**config.mk**
```make
export PLATFORM = sky130hd
export DESIGN_NAME = vector_merge_sequencer
export DESIGN_NICKNAME = d
export VERILOG_FILES = /design/src/rtl/vector_merge_sequencer.sv
export SDC_FILE = /design/constraint.sdc
export NUM_CORES = 1
export LEC_CHECK = 0
export CORE_ASPECT_RATIO = 1.5
export CORE_MARGIN = 5
export CORE_UTILIZATION = 40
export CTS_CLUSTER_SIZE = 24
export DETAILED_ROUTE_END_ITERATION = 12
export PLACE_DENSITY_LB_ADDON = 0.08
export SYNTH_ARGS = -nofsm -noshare
export SYNTH_HDL_FRONTEND = slang
export SYNTH_SLANG_ARGS = --single-unit
```
**constraint.sdc**
```tcl
create_clock -name clock -period 3.2 [get_ports clock]
set_input_delay 0.96 -clock clock [delete_from_list [all_inputs] [get_ports clock]]
set_output_delay 0.96 -clock clock [all_outputs]
set_load 0.005 [all_outputs]
```
**src/rtl/vector_merge_sequencer.sv**
```systemverilog
// vector_merge_sequencer
// Walks a merge instruction across its register group, one member per cycle.
// For each member it issues a register-file read and a merge-unit issue. A
// LATENCY-deep tracker delays the destination address so that wb_valid and
// wb_addr line up with the merge unit's vd output.
// The decoded control word is opaque here: it is captured and forwarded as-is,
// so its type is a parameter supplied by the integrating level.
module vector_merge_sequencer #(
    parameter int  LATENCY            = 2,
    parameter int  REG_ADDR_W         = 5,
    parameter type execution_vector_t = logic [11:0]
) (
    input  logic                  clock,
    input  logic                  reset_n,
    input  logic                  req_valid,
    output logic                  req_ready,
    input  execution_vector_t     req_execution_vector,
    input  logic [REG_ADDR_W-1:0] req_vd_addr,
    input  logic [REG_ADDR_W-1:0] req_vs1_addr,
    input  logic [REG_ADDR_W-1:0] req_vs2_addr,
    input  logic [3:0]            req_group_count,
    output logic                  rf_read_valid,
    output logic [REG_ADDR_W-1:0] rf_vs1_addr,
    output logic [REG_ADDR_W-1:0] rf_vs2_addr,
    output logic [2:0]            rf_group_index,
    output logic                  mu_issue,
    output execution_vector_t     mu_execution_vector,
    output logic                  wb_valid,
    output logic [REG_ADDR_W-1:0] wb_addr,
    output logic                  busy,
    output logic                  done,
    output logic                  err
);

    typedef enum logic [1:0] {
        S_IDLE  = 2'd0,
        S_ISSUE = 2'd1,
        S_DRAIN = 2'd2
    } state_t;

    state_t                  state_reg;
    logic [2:0]              k_reg;
    logic [3:0]              count_reg;
    logic [REG_ADDR_W-1:0]   vd_base_reg;
    logic                    issue_reg;
    logic [REG_ADDR_W-1:0]   rf_vs1_reg;
    logic [REG_ADDR_W-1:0]   rf_vs2_reg;
    logic                    err_reg;
    execution_vector_t       ev_reg;

    // Write-back tracker: entry 0 is loaded by the issue cycle, the last
    // entry is the head that lines up with the merge unit's vd.
    logic [LATENCY-1:0]      pipe_valid;
    logic [LATENCY-1:0]      pipe_last;
    logic [REG_ADDR_W-1:0]   pipe_addr [LATENCY];

    logic                    count_ok;
    logic [REG_ADDR_W-1:0]   align_mask;
    logic                    req_legal;
    logic                    issue_last;
    logic [REG_ADDR_W-1:0]   issue_wb_addr;
    logic                    head_done;

    // Request legality: power-of-two group size and every base aligned to it,
    // which also guarantees base+k never wraps past the top register.
    always_comb begin
        count_ok   = (req_group_count == 4'd1) || (req_group_count == 4'd2) ||
                     (req_group_count == 4'd4) || (req_group_count == 4'd8);
        align_mask = REG_ADDR_W'(req_group_count - 4'd1);
        req_legal  = count_ok &&
                     ((req_vd_addr  & align_mask) == '0) &&
                     ((req_vs1_addr & align_mask) == '0) &&
                     ((req_vs2_addr & align_mask) == '0);
    end

    // Per-issue bookkeeping: is this the final member, and where does it land.
    always_comb begin
        issue_last    = (k_reg == 3'(count_reg - 4'd1));
        issue_wb_addr = vd_base_reg + REG_ADDR_W'(k_reg);
        head_done     = pipe_valid[LATENCY-1] & pipe_last[LATENCY-1];
    end

    // Control FSM with registered issue outputs; addresses step by one per
    // issue and simply hold once the group is finished.
    always_ff @(posedge clock or negedge reset_n) begin
        if (!reset_n) begin
            state_reg   <= S_IDLE;
            k_reg       <= '0;
            count_reg   <= '0;
            vd_base_reg <= '0;
            issue_reg   <= 1'b0;
            rf_vs1_reg  <= '0;
            rf_vs2_reg  <= '0;
            err_reg     <= 1'b0;
            ev_reg      <= '0;
        end else begin
            err_reg <= 1'b0;
            case (state_reg)
                S_IDLE: begin
                    if (req_valid) begin
                        ev_reg      <= req_execution_vector;
                        count_reg   <= req_group_count;
                        vd_base_reg <= req_vd_addr;
                        k_reg       <= '0;
                        if (req_legal) begin
                            state_reg  <= S_ISSUE;
                            issue_reg  <= 1'b1;
                            rf_vs1_reg <= req_vs1_addr;
                            rf_vs2_reg <= req_vs2_addr;
                        end else begin
                            err_reg <= 1'b1;
                        end
                    end
                end
                S_ISSUE: begin
                    if (issue_last) begin
                        state_reg <= S_DRAIN;
                        issue_reg <= 1'b0;
                    end else begin
                        k_reg      <= k_reg + 3'd1;
                        rf_vs1_reg <= rf_vs1_reg + REG_ADDR_W'(1);
                        rf_vs2_reg <= rf_vs2_reg + REG_ADDR_W'(1);
                    end
                end
                S_DRAIN: begin
                    if (head_done) begin
                        state_reg <= S_IDLE;
                    end
                end
                default: begin
                    state_reg <= S_IDLE;
                    issue_reg <= 1'b0;
                end
            endcase
        end
    end

    // Write-back tracker shift: one entry per cycle, bubbles carry valid=0.
    always_ff @(posedge clock or negedge reset_n) begin
        if (!reset_n) begin
            pipe_valid <= '0;
            pipe_last  <= '0;
            for (int i = 0; i < LATENCY; i++) begin
                pipe_addr[i] <= '0;
            end
        end else begin
            pipe_valid[0] <= issue_reg;
            pipe_last[0]  <= issue_reg & issue_last;
            pipe_addr[0]  <= issue_wb_addr;
            for (int i = 1; i < LATENCY; i++) begin
                pipe_valid[i] <= pipe_valid[i-1];
                pipe_last[i]  <= pipe_last[i-1];
                pipe_addr[i]  <= pipe_addr[i-1];
            end
        end
    end

    assign req_ready           = (state_reg == S_IDLE);
    assign busy                = (state_reg != S_IDLE);
    assign rf_read_valid       = issue_reg;
    assign mu_issue            = issue_reg;
    assign rf_vs1_addr         = rf_vs1_reg;
    assign rf_vs2_addr         = rf_vs2_reg;
    assign rf_group_index      = k_reg;
    assign mu_execution_vector = ev_reg;
    assign wb_valid            = pipe_valid[LATENCY-1];
    assign wb_addr             = pipe_addr[LATENCY-1];
    assign done                = head_done;
    assign err                 = err_reg;

endmodule
```
==> summary.txt <==
Status: finished, final reports clean
Critical path class: input pin to register
Worst endpoint required time: 3.40 ns
Simple-Gate Fraction of Synth Area: 18.1%
Skew final: 0.00781 ns
Finished Cell Area: 3340 um^2
Tightest Pin Transition: 0.677 ns
Fin. max-slew vios: 0
Layout cells sized above 1: 9.49%
Resized cells post-CTS: 0
Initial core utilization: 40.8%
Number of setup violations in the final report: 0
Diode count: 0
RR Startpoint: count_reg[0]
Syn Inst Count: 245
Synth top area cells: dfrtp_1, nand2_1, ha_1
Drt via density: 4.90
Reg2Reg Capture Point: rf_vs1_addr[2]
Drt wl/cell: 14.7 um
Arr. time, crit path: 3.04 ns
Mux cell area share after synthesis: 4.96%
Later-pin clock latency in the skew report: 0.30 ns
Number of max-cap violations: 0
Count of clock tree sinks: 51
# port buffers: 70
Slew HR: 54.7%
Crit-path cells: clkdlybuf4s50_1 > inv_1 > ha_1 > xor2_1 > a32o_1 > nor4_4 > a21o_1 > buf_12 > mux2_4
DRC Markers: 0
Final worst-path cycle share: 88.9%
CTS tree: yes
Power density over cell area: 854 nW/um^2
Yosys warning count: 0
Post-synthesis sequential area ratio: 51.1%
Worst vdd ir: 0.344 mV
CP Capture Type: register
Vias in the first global route: 1952
Dpl hpwl: 4.31 mm
Hold crit path type: register to register
Min cycle time layout: 2.84 ns
Die area: 7960 um^2
CTS buffer count: 5
XOR/XNOR Fraction of Synth Area: 5.81%
Initial antenna violation count: 0
First-pass GRT wire length: 9.28 mm
Reg2Reg Setup Slack: 1.18 ns
Die Ht: 107 um
Post-synth EDFFs: 0
Via Count: 1911
Die Width: 74.5 um
Critical Path Sink: rf_vs1_addr[2]
TritonRoute pass-1 iters: 4
Post-synthesis register bit count: 51
Setup TNS: 0 ns
Max reg flops: 12
I/O pins: 71
H-Tree Depth: 2
Synthesized area per cell: 10.2 um^2
GRT overflow: 0
Final nets: 360
Area share of the largest cell type after synthesis: 51.1%
Final WL: 5.74 mm
Mapped Nets: 290
Final Wtd Congestion: 0.830
Synthesized area: 2500 um^2
Compound-cell area share of the yosys netlist: 8.61%
RSZ-0062 raised after global routing: no
Clk pin slew, worst setup/hold paths: 0.09 ns
Layout area overhead: 33.8%
Type of origin of the critical path: input pin
Core area: 6130 um^2
GRT Total Usage: 15.2%
Ys flop type: dfrtp_1
Netlist cell types: 39
Slowest stage delay, CP: 0.48 ns
Slowest cell on crit path: clkdlybuf4s50_1
Critical path origin: req_group_count[0]
Hold_buf cts: 0
Standard-cell rows: 35
Setup bufs post-CTS: 0
Largest net degree at the start of global routing: 52
Area leader, netlist: dfrtp_1
Fmax achieved: 352 MHz
Post-synthesis adder-cell area fraction: 5.81%
Initial drt markers: 80
Critical Path Fanout Max: 7
Max Buffers Root-to-Sink: 2
Largest family of logic cells by synthesized area: simple AND/OR/NAND/NOR gates
Cell depth of the worst hold path: 0
Clk root buf: clkbuf_8
Post-route ant nets: 0
Placed inst area: 3250 um^2
R2r worst-path depth: 7
Synth async-reset ratio: 100%
Final Hold Viols: 0
Leak: 1.56 nW
-- logic make-up (layout without fill, tap and decap cells) --
family,Yosys count,count (layout)
AND/OR/NAND/NOR,100,100
flip-flops,51,51
AO/OA/AOI/OAI,35,35
buffers and inverters,24,95
XOR/XNOR,15,15
adder cells (fa/ha/maj),11,11
multiplexers,9,9
-- cell usage after synthesis, types with 2 or more instances --
cell type	number
mux2_2	3
mux2_4	6
o22ai_1	2
nand3_1	5
nand2_1	69
nor2_1	6
dfrtp_1	51
nand2b_1	3
o21ai_0	17
a31oi_1	5
clkbuf_1	4
xor2_1	9
ha_1	10
clkbuf_8	2
buf_4	6
nor3b_1	4
or3_1	2
a21o_1	3
and2_2	2
nor3_1	3
a22o_1	2
inv_1	10
xnor2_1	5
-- placed cells by master, fill, tap and decap left out, types with 2 or more instances in the layout --
cell type         n
a21o_1            3
a22o_1            2
a31oi_1           5
and2_2            2
buf_4             6
clkbuf_8          5
clkdlybuf4s50_1  69
clkinv_4          2
dfrtp_1          51
ha_1             10
inv_1            10
mux2_2            3
mux2_4            6
nand2_1          69
nand2b_1          3
nand3_1           5
nor2_1            6
nor3_1            3
nor3b_1           4
o21ai_0          17
o22ai_1           2
or3_1             2
xnor2_1           5
xor2_1            9
-- worst min-delay path by stage --
| stage | startpoint | endpoint | slack [ns] |
|---|---|---|---|
| after floorplan | pipe_last[0] | pipe_last[1] | 0.33 |
| after global placement | pipe_addr[8] | wb_addr[3] | 0.33 |
| after detailed placement | pipe_addr[9] | wb_addr[4] | 0.33 |
| after CTS | pipe_addr[9] | wb_addr[4] | 0.36 |
| after global routing | pipe_valid[0] | pipe_valid[1] | 0.36 |
| final | pipe_last[0] | pipe_last[1] | 0.36 |
-- report_power, final --
part | switching (W) | leakage (nW) | internal [W] | total, W
clock | 0.000215 | 0.0443 | 0.000156 | 0.000372
sequential | 0.000212 | 0.637 | 0.000935 | 0.00115
combinational | 0.000561 | 0.875 | 0.000773 | 0.00133
-- routing by layer --
metal | GRT usage, % | up-vias | wire length, um | part of all wire, %
li1 | - | 943 | - | -
met2 | 25.2 | 56 | 3000 | 52
met4 | 5.34 | 0 | 90 | 1.6
met5 | 0 | - | 0 | 0
met3 | 2.44 | 6 | 275 | 4.8
met1 | 19.6 | 906 | 2380 | 41
-- area by class of cell --
| type | instances | area, um^2 |
|---|---|---|
| Fill cell | 571 | 2790 |
| Sequential cell | 51 | 1280 |
| Multi-Input combinational cell | 170 | 1080 |
| Timing Repair Buffer | 77 | 761 |
| Tap cell | 74 | 92.6 |
| Clock buffer | 5 | 68.8 |
| Inverter | 10 | 37.5 |
| Clock inverter | 3 | 25.0 |
-- critical path, delay by kind of cell --
| family | cells | cell delay [ns] |
|---|---|---|
| AOI/OAI and AO/OA | 2 | 0.44 |
| xor gates and xnor gates | 1 | 0.15 |
| adders and majority gates | 1 | 0.23 |
| buffers and inverters | 3 | 0.68 |
| muxes | 1 | 0.30 |
| and+or+nand+nor | 1 | 0.28 |
-- per-stage QoR --
| step | setup WS [ns] | std cells | hold slack [ns] | utilization (%) | power (W) |
|---|---|---|---|---|---|
| 4_1_cts | 0.362 | 390 | 0.358 | 54.5 | 0.00290 |
| 3_3_place_gp | 0.0687 | 382 | 0.333 | 53.0 | 0.00248 |
| 2_1_floorplan | 0.509 | 245 | 0.331 | - | 0.00188 |
| 5_1_grt | 0.283 | 390 | 0.362 | 54.5 | 0.00310 |
| 3_5_place_dp | 0.0258 | 382 | 0.335 | 53.0 | 0.00252 |
| 6_report | 0.355 | 390 | 0.356 | 54.5 | 0.00285 |
Note: power is estimated with default switching activity, not from simulation.
